==> src/rtl/spi_regfile_pkg.sv <==
// Shared types and helpers for the SPI register-file slave.
// FSM states, field widths and address stepping.
package spi_regfile_pkg;

  localparam int BYTE_W       = 8;
  localparam int ADDR_FIELD_W = 7;
  localparam int CMD_RD_BIT   = 7;

  typedef enum logic [1:0] {
    IDLE,
    CMD,
    WR_DATA,
    RD_DATA
  } state_e;

  function automatic logic [ADDR_FIELD_W-1:0] next_addr(
    input logic [ADDR_FIELD_W-1:0] a,
    input logic [7:0]              n,
    input bit                      inc
  );
    if (!inc) return a;
    if ({1'b0, a} == n - 8'd1) return '0;
    return a + 7'd1;
  endfunction

endpackage

==> src/rtl/spi_regfile_slave_sync_edge.sv <==
// Two-flop synchroniser with rise/fall detection.
// Edges appear three clk after the pin changes.
module spi_sync_edge #(
  parameter logic RST_VAL = 1'b0
) (
  input  logic clk_i,
  input  logic rst_ni,
  input  logic d_i,
  output logic lvl_o,
  output logic rise_o,
  output logic fall_o
);

  logic [1:0] sync_q;
  logic       prev_q;

  always_ff @(posedge clk_i or negedge rst_ni) begin
    if (!rst_ni) begin
      sync_q <= {2{RST_VAL}};
      prev_q <= RST_VAL;
    end else begin
      sync_q <= {sync_q[0], d_i};
      prev_q <= sync_q[1];
    end
  end

  assign lvl_o  = sync_q[1];
  assign rise_o = sync_q[1] & ~prev_q;
  assign fall_o = ~sync_q[1] & prev_q;

endmodule

==> src/rtl/spi_regfile_slave.sv <==
// SPI mode-1 slave exposing a byte-wide register bank.
// Burst access, read-only status slots and per-register write pulses.
module spi_regfile_slave
  import spi_regfile_pkg::*;
#(
  parameter int                         NUM_REGS  = 4,
  parameter logic [NUM_REGS*BYTE_W-1:0] RESET_VAL = 32'h0302_0196,
  parameter logic [NUM_REGS-1:0]        RO_MASK   = '0,
  parameter bit                         AUTO_INC  = 1'b1
) (
  input  logic                         clk,
  input  logic                         rst_n,
  input  logic                         sclk,
  input  logic                         mosi,
  input  logic                         cs_n,
  output logic                         miso,
  output logic                         miso_oe,
  input  logic [NUM_REGS*BYTE_W-1:0]   status_i,
  output logic [NUM_REGS*BYTE_W-1:0]   regs_o,
  output logic [NUM_REGS-1:0]          wr_pulse
);

  localparam int         RW    = NUM_REGS * BYTE_W;
  localparam logic [7:0] NREGS = 8'(NUM_REGS);

  logic sclk_rise, sclk_fall, sclk_lvl;
  logic mosi_lvl, mosi_rise, mosi_fall;
  logic cs_lvl, cs_rise, cs_fall;
  logic unused_edges;

  spi_sync_edge #(.RST_VAL(1'b0)) u_sclk (
    .clk_i(clk), .rst_ni(rst_n), .d_i(sclk),
    .lvl_o(sclk_lvl), .rise_o(sclk_rise), .fall_o(sclk_fall)
  );

  spi_sync_edge #(.RST_VAL(1'b0)) u_mosi (
    .clk_i(clk), .rst_ni(rst_n), .d_i(mosi),
    .lvl_o(mosi_lvl), .rise_o(mosi_rise), .fall_o(mosi_fall)
  );

  spi_sync_edge #(.RST_VAL(1'b1)) u_cs (
    .clk_i(clk), .rst_ni(rst_n), .d_i(cs_n),
    .lvl_o(cs_lvl), .rise_o(cs_rise), .fall_o(cs_fall)
  );

  assign unused_edges = ^{sclk_lvl, mosi_rise, mosi_fall, cs_rise};

  state_e                  state_q, state_d;
  logic [2:0]              bitcnt_q, bitcnt_d;
  logic [6:0]              shin_q, shin_d;
  logic [ADDR_FIELD_W-1:0] addr_q, addr_d;
  logic [BYTE_W-1:0]       sout_q, sout_d;
  logic                    miso_q, miso_d;
  logic [RW-1:0]           regs_q, regs_d;
  logic [NUM_REGS-1:0]     pulse_q, pulse_d;
  logic [1:0]              prime_q, prime_d;
  logic                    armed_q, armed_d;
  logic [BYTE_W-1:0]       shifted;
  logic [ADDR_FIELD_W-1:0] nxt;

  assign shifted = {shin_q, mosi_lvl};
  assign nxt     = next_addr(addr_q, NREGS, AUTO_INC);

  function automatic logic [BYTE_W-1:0] rd_byte(
    input logic [ADDR_FIELD_W-1:0] a
  );
    logic [RW-1:0]       rsh;
    logic [RW-1:0]       ssh;
    logic [NUM_REGS-1:0] msh;
    rsh = regs_q >> {a, 3'b000};
    ssh = status_i >> {a, 3'b000};
    msh = RO_MASK >> a;
    if ({1'b0, a} >= NREGS) return '0;
    return msh[0] ? ssh[BYTE_W-1:0] : rsh[BYTE_W-1:0];
  endfunction

  function automatic logic writable(
    input logic [ADDR_FIELD_W-1:0] a
  );
    logic [NUM_REGS-1:0] msh;
    msh = RO_MASK >> a;
    return ({1'b0, a} < NREGS) && !msh[0];
  endfunction

  always_comb begin
    state_d  = state_q;
    bitcnt_d = bitcnt_q;
    shin_d   = shin_q;
    addr_d   = addr_q;
    sout_d   = sout_q;
    miso_d   = miso_q;
    regs_d   = regs_q;
    pulse_d  = '0;
    prime_d  = {prime_q[0], 1'b1};
    // A frame may only start once cs_n has been observed high after reset
    armed_d  = armed_q | (prime_q[1] & cs_lvl);
    if (cs_lvl) begin
      state_d  = IDLE;
      bitcnt_d = '0;
      miso_d   = 1'b0;
    end else if (cs_fall && armed_q) begin
      state_d  = CMD;
      bitcnt_d = '0;
    end else if (state_q != IDLE) begin
      if (sclk_rise && state_q == RD_DATA) begin
        miso_d = sout_q[BYTE_W-1];
        sout_d = {sout_q[BYTE_W-2:0], 1'b0};
      end
      if (sclk_fall) begin
        shin_d   = shifted[6:0];
        bitcnt_d = bitcnt_q + 3'd1;
        if (bitcnt_q == 3'd7) begin
          unique case (state_q)
            CMD: begin
              addr_d = shifted[ADDR_FIELD_W-1:0];
              if (shifted[CMD_RD_BIT]) begin
                state_d = RD_DATA;
                sout_d  = rd_byte(shifted[ADDR_FIELD_W-1:0]);
              end else begin
                state_d = WR_DATA;
              end
            end
            WR_DATA: begin
              if (writable(addr_q)) begin
                regs_d  = (regs_q & ~(RW'(8'hFF) << {addr_q, 3'b000}))
                        | (RW'(shifted) << {addr_q, 3'b000});
                pulse_d = NUM_REGS'(1'b1) << addr_q;
              end
              addr_d = nxt;
            end
            RD_DATA: begin
              addr_d = nxt;
              sout_d = rd_byte(nxt);
            end
            default: ;
          endcase
        end
      end
    end
  end

  always_ff @(posedge clk or negedge rst_n) begin
    if (!rst_n) begin
      state_q  <= IDLE;
      bitcnt_q <= '0;
      shin_q   <= '0;
      addr_q   <= '0;
      sout_q   <= '0;
      miso_q   <= 1'b0;
      regs_q   <= RESET_VAL;
      pulse_q  <= '0;
      prime_q  <= '0;
      armed_q  <= 1'b0;
    end else begin
      state_q  <= state_d;
      bitcnt_q <= bitcnt_d;
      shin_q   <= shin_d;
      addr_q   <= addr_d;
      sout_q   <= sout_d;
      miso_q   <= miso_d;
      regs_q   <= regs_d;
      pulse_q  <= pulse_d;
      prime_q  <= prime_d;
      armed_q  <= armed_d;
    end
  end

  for (genvar i = 0; i < NUM_REGS; i++) begin : g_out
    assign regs_o[i*BYTE_W +: BYTE_W] =
      RO_MASK[i] ? '0 : regs_q[i*BYTE_W +: BYTE_W];
  end

  assign miso     = miso_q;
  assign miso_oe  = ~cs_lvl & (state_q == RD_DATA);
  assign wr_pulse = pulse_q;

endmodule

==> config.mk <==
export PLATFORM = sky130hd
export DESIGN_NAME = spi_regfile_slave
export DESIGN_NICKNAME = d
export VERILOG_FILES = /design/src/rtl/spi_regfile_pkg.sv /design/src/rtl/spi_regfile_slave_sync_edge.sv /design/src/rtl/spi_regfile_slave.sv
export SDC_FILE = /design/constraint.sdc
export NUM_CORES = 1
export LEC_CHECK = 0
export CAP_MARGIN = 5
export CELL_PAD_IN_SITES_DETAIL_PLACEMENT = 1
export CELL_PAD_IN_SITES_GLOBAL_PLACEMENT = 2
export CORE_MARGIN = 2
export CORE_UTILIZATION = 35
export CTS_BUF_LIST = sky130_fd_sc_hd__clkbuf_16
export DETAILED_ROUTE_END_ITERATION = 7
export PLACE_DENSITY = 0.9
export SYNTH_ARGS = -nofsm -noshare
export SYNTH_HDL_FRONTEND = slang
export SYNTH_SLANG_ARGS = --single-unit
==> constraint.sdc <==
create_clock -name clk -period 2.5 [get_ports clk]
set_clock_uncertainty 0.1 [all_clocks]
set_input_delay 0.25 -clock clk [delete_from_list [all_inputs] [get_ports clk]]
set_output_delay 0.25 -clock clk [all_outputs]
set_load 0.005 [all_outputs]
==> flow_metrics.tcl <==
set metrics [dict create \
    hold_end "u_cs.sync_q[0]" \
    wl_um 9100 \
    p_int_mw 2.04 \
    whs_ns 0.221 \
    dp.cells 467 \
    p_leak_nw 1.99 \
    hpwl_um 6110 \
    totalPowerFinal_mw 2.63 \
    p_comb_frac 0.030 \
    synthArstFlopShare 1.00 \
    routed.top_layer "met4" \
    rsz0062_at_grt "no" \
    fin_crit_sh 0.909 \
    worst_path_max_delay_cell "a2111oi_1" \
    ys_dominant_reg_cell "dfrtp_1" \
    grt_max_degree 76 \
    path_common_cell "ha_1" \
    nNetsFinal 383 \
    nFillCells 1082 \
    hold_violations 0 \
    portBuffers 42 \
    synth.largest_area_cell "dfrtp_1" \
    cpPeakStageDelay_ns 0.43 \
    ys.warnings.count 0 \
    vias 2640 \
    drc_errors 0 \
    drtIter0Drc 99 \
    drv_slew 0 \
    grtUsageTotal 0.172 \
    grt_pass1_vias 2827 \
    cts_tree "done" \
    synth-seq-area-share 0.507 \
    status "complete, no violations" \
    met3_length_um 384 \
    hp-class "in -> reg" \
    die_x_um 107 \
    r2r_slack_ns 0.23 \
    clk_latency_ns 0.34 \
    tns_ns 0 \
    ctsRootBufferMaster "clkbuf_16" \
    synth.area.top_cells "dfrtp_1 43%, mux2_2 12%, dfstp_2 7.8%, mux4_1 5.6%, mux4_2 4.8%" \
    yosysMostFrequentCell "dfrtp_1" \
    path_delay_family "compound AO/OA/AOI/OAI gates" \
    sw_frac_of_total 0.225 \
    grt_pass1_wl_um 15000 \
    ir_drop_uv 772 \
    cts_made_buffers 9 \
    overflow 0 \
    synthTopCellsByCount "64 x dfrtp_1, 39 x mux2_2, 22 x inv_1" \
    ys_seq_elements 75 \
    rows 37 \
    power.switching_mw 0.592 \
    viasPerCell 5.45 \
    r2r_cells 7 \
    path_cells "ha_1 > ha_1 > nand3b_1 > or3_1 > a2111oi_1 > o21ai_2 > o21ai_0" \
    areaGrowthSynthToFinish_pct 25.7 \
    pin_count 75 \
    h-tree-depth 3 \
    relSlewSlack 0.359 \
    die_area_um2 11500 \
    fmax_mhz 440 \
    worstPathArrival_ns 2.42 \
    first_pass_iters 5 \
    path_clk_slew_ns 0.05 \
    max_cap_viol_count 0 \
    synth_edf_count 0 \
    initial_core_util 0.361 \
    synthesis.nets 326 \
    core_um2 10300 \
    final_layout_size_suffix_gt1_frac 0.284 \
    ant_nets 0 \
    syn_inst 286 \
    synth_top_cell_area_share 0.430 \
    finalCriticalPeriod_ns 2.27 \
    seq_power_share 0.485 \
    hold_start "cs_n" \
    endpoint_kind "flop" \
    diodes 0 \
    worst_pin_slew_ns 0.961 \
    avgRoutedWirePerCell_um 18.8 \
    crit_type "reg -> reg" \
    setup_viol_count_final 0 \
    cp.required_ns 2.65 \
    start_kind "flop" \
    clock-sinks 75 \
    netlist_area_um2 3730 \
    clk_path_buf_depth 2 \
    r2r_start "bitcnt_q[0]" \
    worstHoldPathCells 1 \
    cp_num_buf_inv 0 \
    grt_antenna_before_repair 0 \
    layout.cells.non_filler 484 \
    power_density_nw_per_um2 562 \
    r2r_end "sout_q[0]" \
    syn_avg_cell_area_um2 13.0 \
    gp_congestion 0.831 \
    wl_met2_um 4760 \
    wl_met1_um 3890 \
    cp_max_fo 8 \
    cts.repair_timing.setup_buffer_count 0 \
    die_h_um 107 \
    yosysUniqueCellTypes 48 \
    power_frac_clock 0.486 \
]
## logic make-up after synthesis
logic type	Yosys count	synth area share
AO/OA/AOI/OAI	52	0.0934
XOR/XNOR	2	0.00470
adder cells (fa/ha/maj)	3	0.0101
buffers and inverters	35	0.0383
flip-flops	75	0.507
multiplexers	65	0.250
other	1	0.00101
AND/OR/NAND/NOR	53	0.0954
## layout by cell type (no fill, tap or decap), types with 7 or more instances in the layout
master / n
nor2_1: 13
o22ai_1: 10
mux2i_1: 9
a222oi_1: 7
clkbuf_16: 9
clkdlybuf4s50_1: 41
a21oi_1: 9
nand2_1: 8
mux4_2: 8
mux2_2: 39
mux4_1: 8
dfstp_2: 11
o21ai_0: 13
inv_1: 23
dfrtp_1: 64
buf_4: 17
## stage by stage
stage / util / area (µm²) / worst slack [ns]
2_1_floorplan: - / 3730 / 0.463
3_3_place_gp: 0.424 / 4370 / 0.186
3_5_place_dp: 0.424 / 4370 / 0.0560
4_1_cts: 0.453 / 4680 / 0.0683
5_1_grt: 0.454 / 4680 / 0.0549
6_report: 0.454 / 4680 / 0.227
## area by class of cell
| type | instances | area [µm²] | area share |
|---|---|---|---|
| clock buffers | 9 | 225 | 0.0481 |
| clock inverters | 7 | 68.8 | 0.0147 |
| inverters | 22 | 82.6 | 0.0176 |
| multi-input cells | 176 | 1700 | 0.363 |
| flip-flops and latches | 75 | 1890 | 0.404 |
| well taps | 136 | 170 | 0.0363 |
| repair buffers | 59 | 548 | 0.117 |
## metal layers
layer / vias up / track usage
met2: 58 / 0.291
met3: 7 / 0.0535
met4: 0 / 0.0390
li1: 1200 / -
met1: 1375 / 0.216
met5: - / 0
## flip-flops by register name (all words and copies together) (netlist names)
signal         count
u_cs.sync_q        2
addr_q             7
prime_q            2
armed_q            1
u_sclk.prev_q      1
shin_q             7
u_cs.prev_q        1
state_q            2
sout_q             8
wr_pulse           4
miso               1
u_sclk.sync_q      2
u_mosi.sync_q      2
regs_o            32
bitcnt_q           3
## worst reg2reg max path, stage by stage (launching register included)
cell	delay, ns
dfrtp_1	0.36
ha_1	0.18
ha_1	0.17
nand3b_1	0.10
or3_1	0.37
a2111oi_1	0.43
o21ai_2	0.23
o21ai_0	0.24
## what timing repair did
item	4_1_cts	5_1_grt
endpoints found under the hold margin	1	0
setup endpoints to repair	0	1
gates resized for setup	0	2
hold buffers	1	0
## worst max-delay path by stage
stage                            from  slack, ns  depth (start not counted)    endpoint
final                     bitcnt_q[0]       0.23                          7   sout_q[0]
after global routing      bitcnt_q[0]       0.05                          7   sout_q[0]
after CTS                 bitcnt_q[0]       0.07                          7   sout_q[0]
after detailed placement  bitcnt_q[0]       0.06                          7   sout_q[0]
after global placement    bitcnt_q[0]       0.19                          7   sout_q[5]
after floorplan             addr_q[6]       0.46                          4  regs_o[18]
## power groups by stage
stage / clock, mW / sequential, mW / combinational [mW]
final: 1.28 / 1.28 / 0.0780
after global routing: 1.36 / 1.28 / 0.0880
after CTS: 1.31 / 1.28 / 0.0807
after detailed placement: 0 / 1.30 / 0.0772
after global placement: 0 / 1.29 / 0.0759
after floorplan: 0 / 1.27 / 0.0482
No activity file was read; power rests on OpenSTA's default activity.
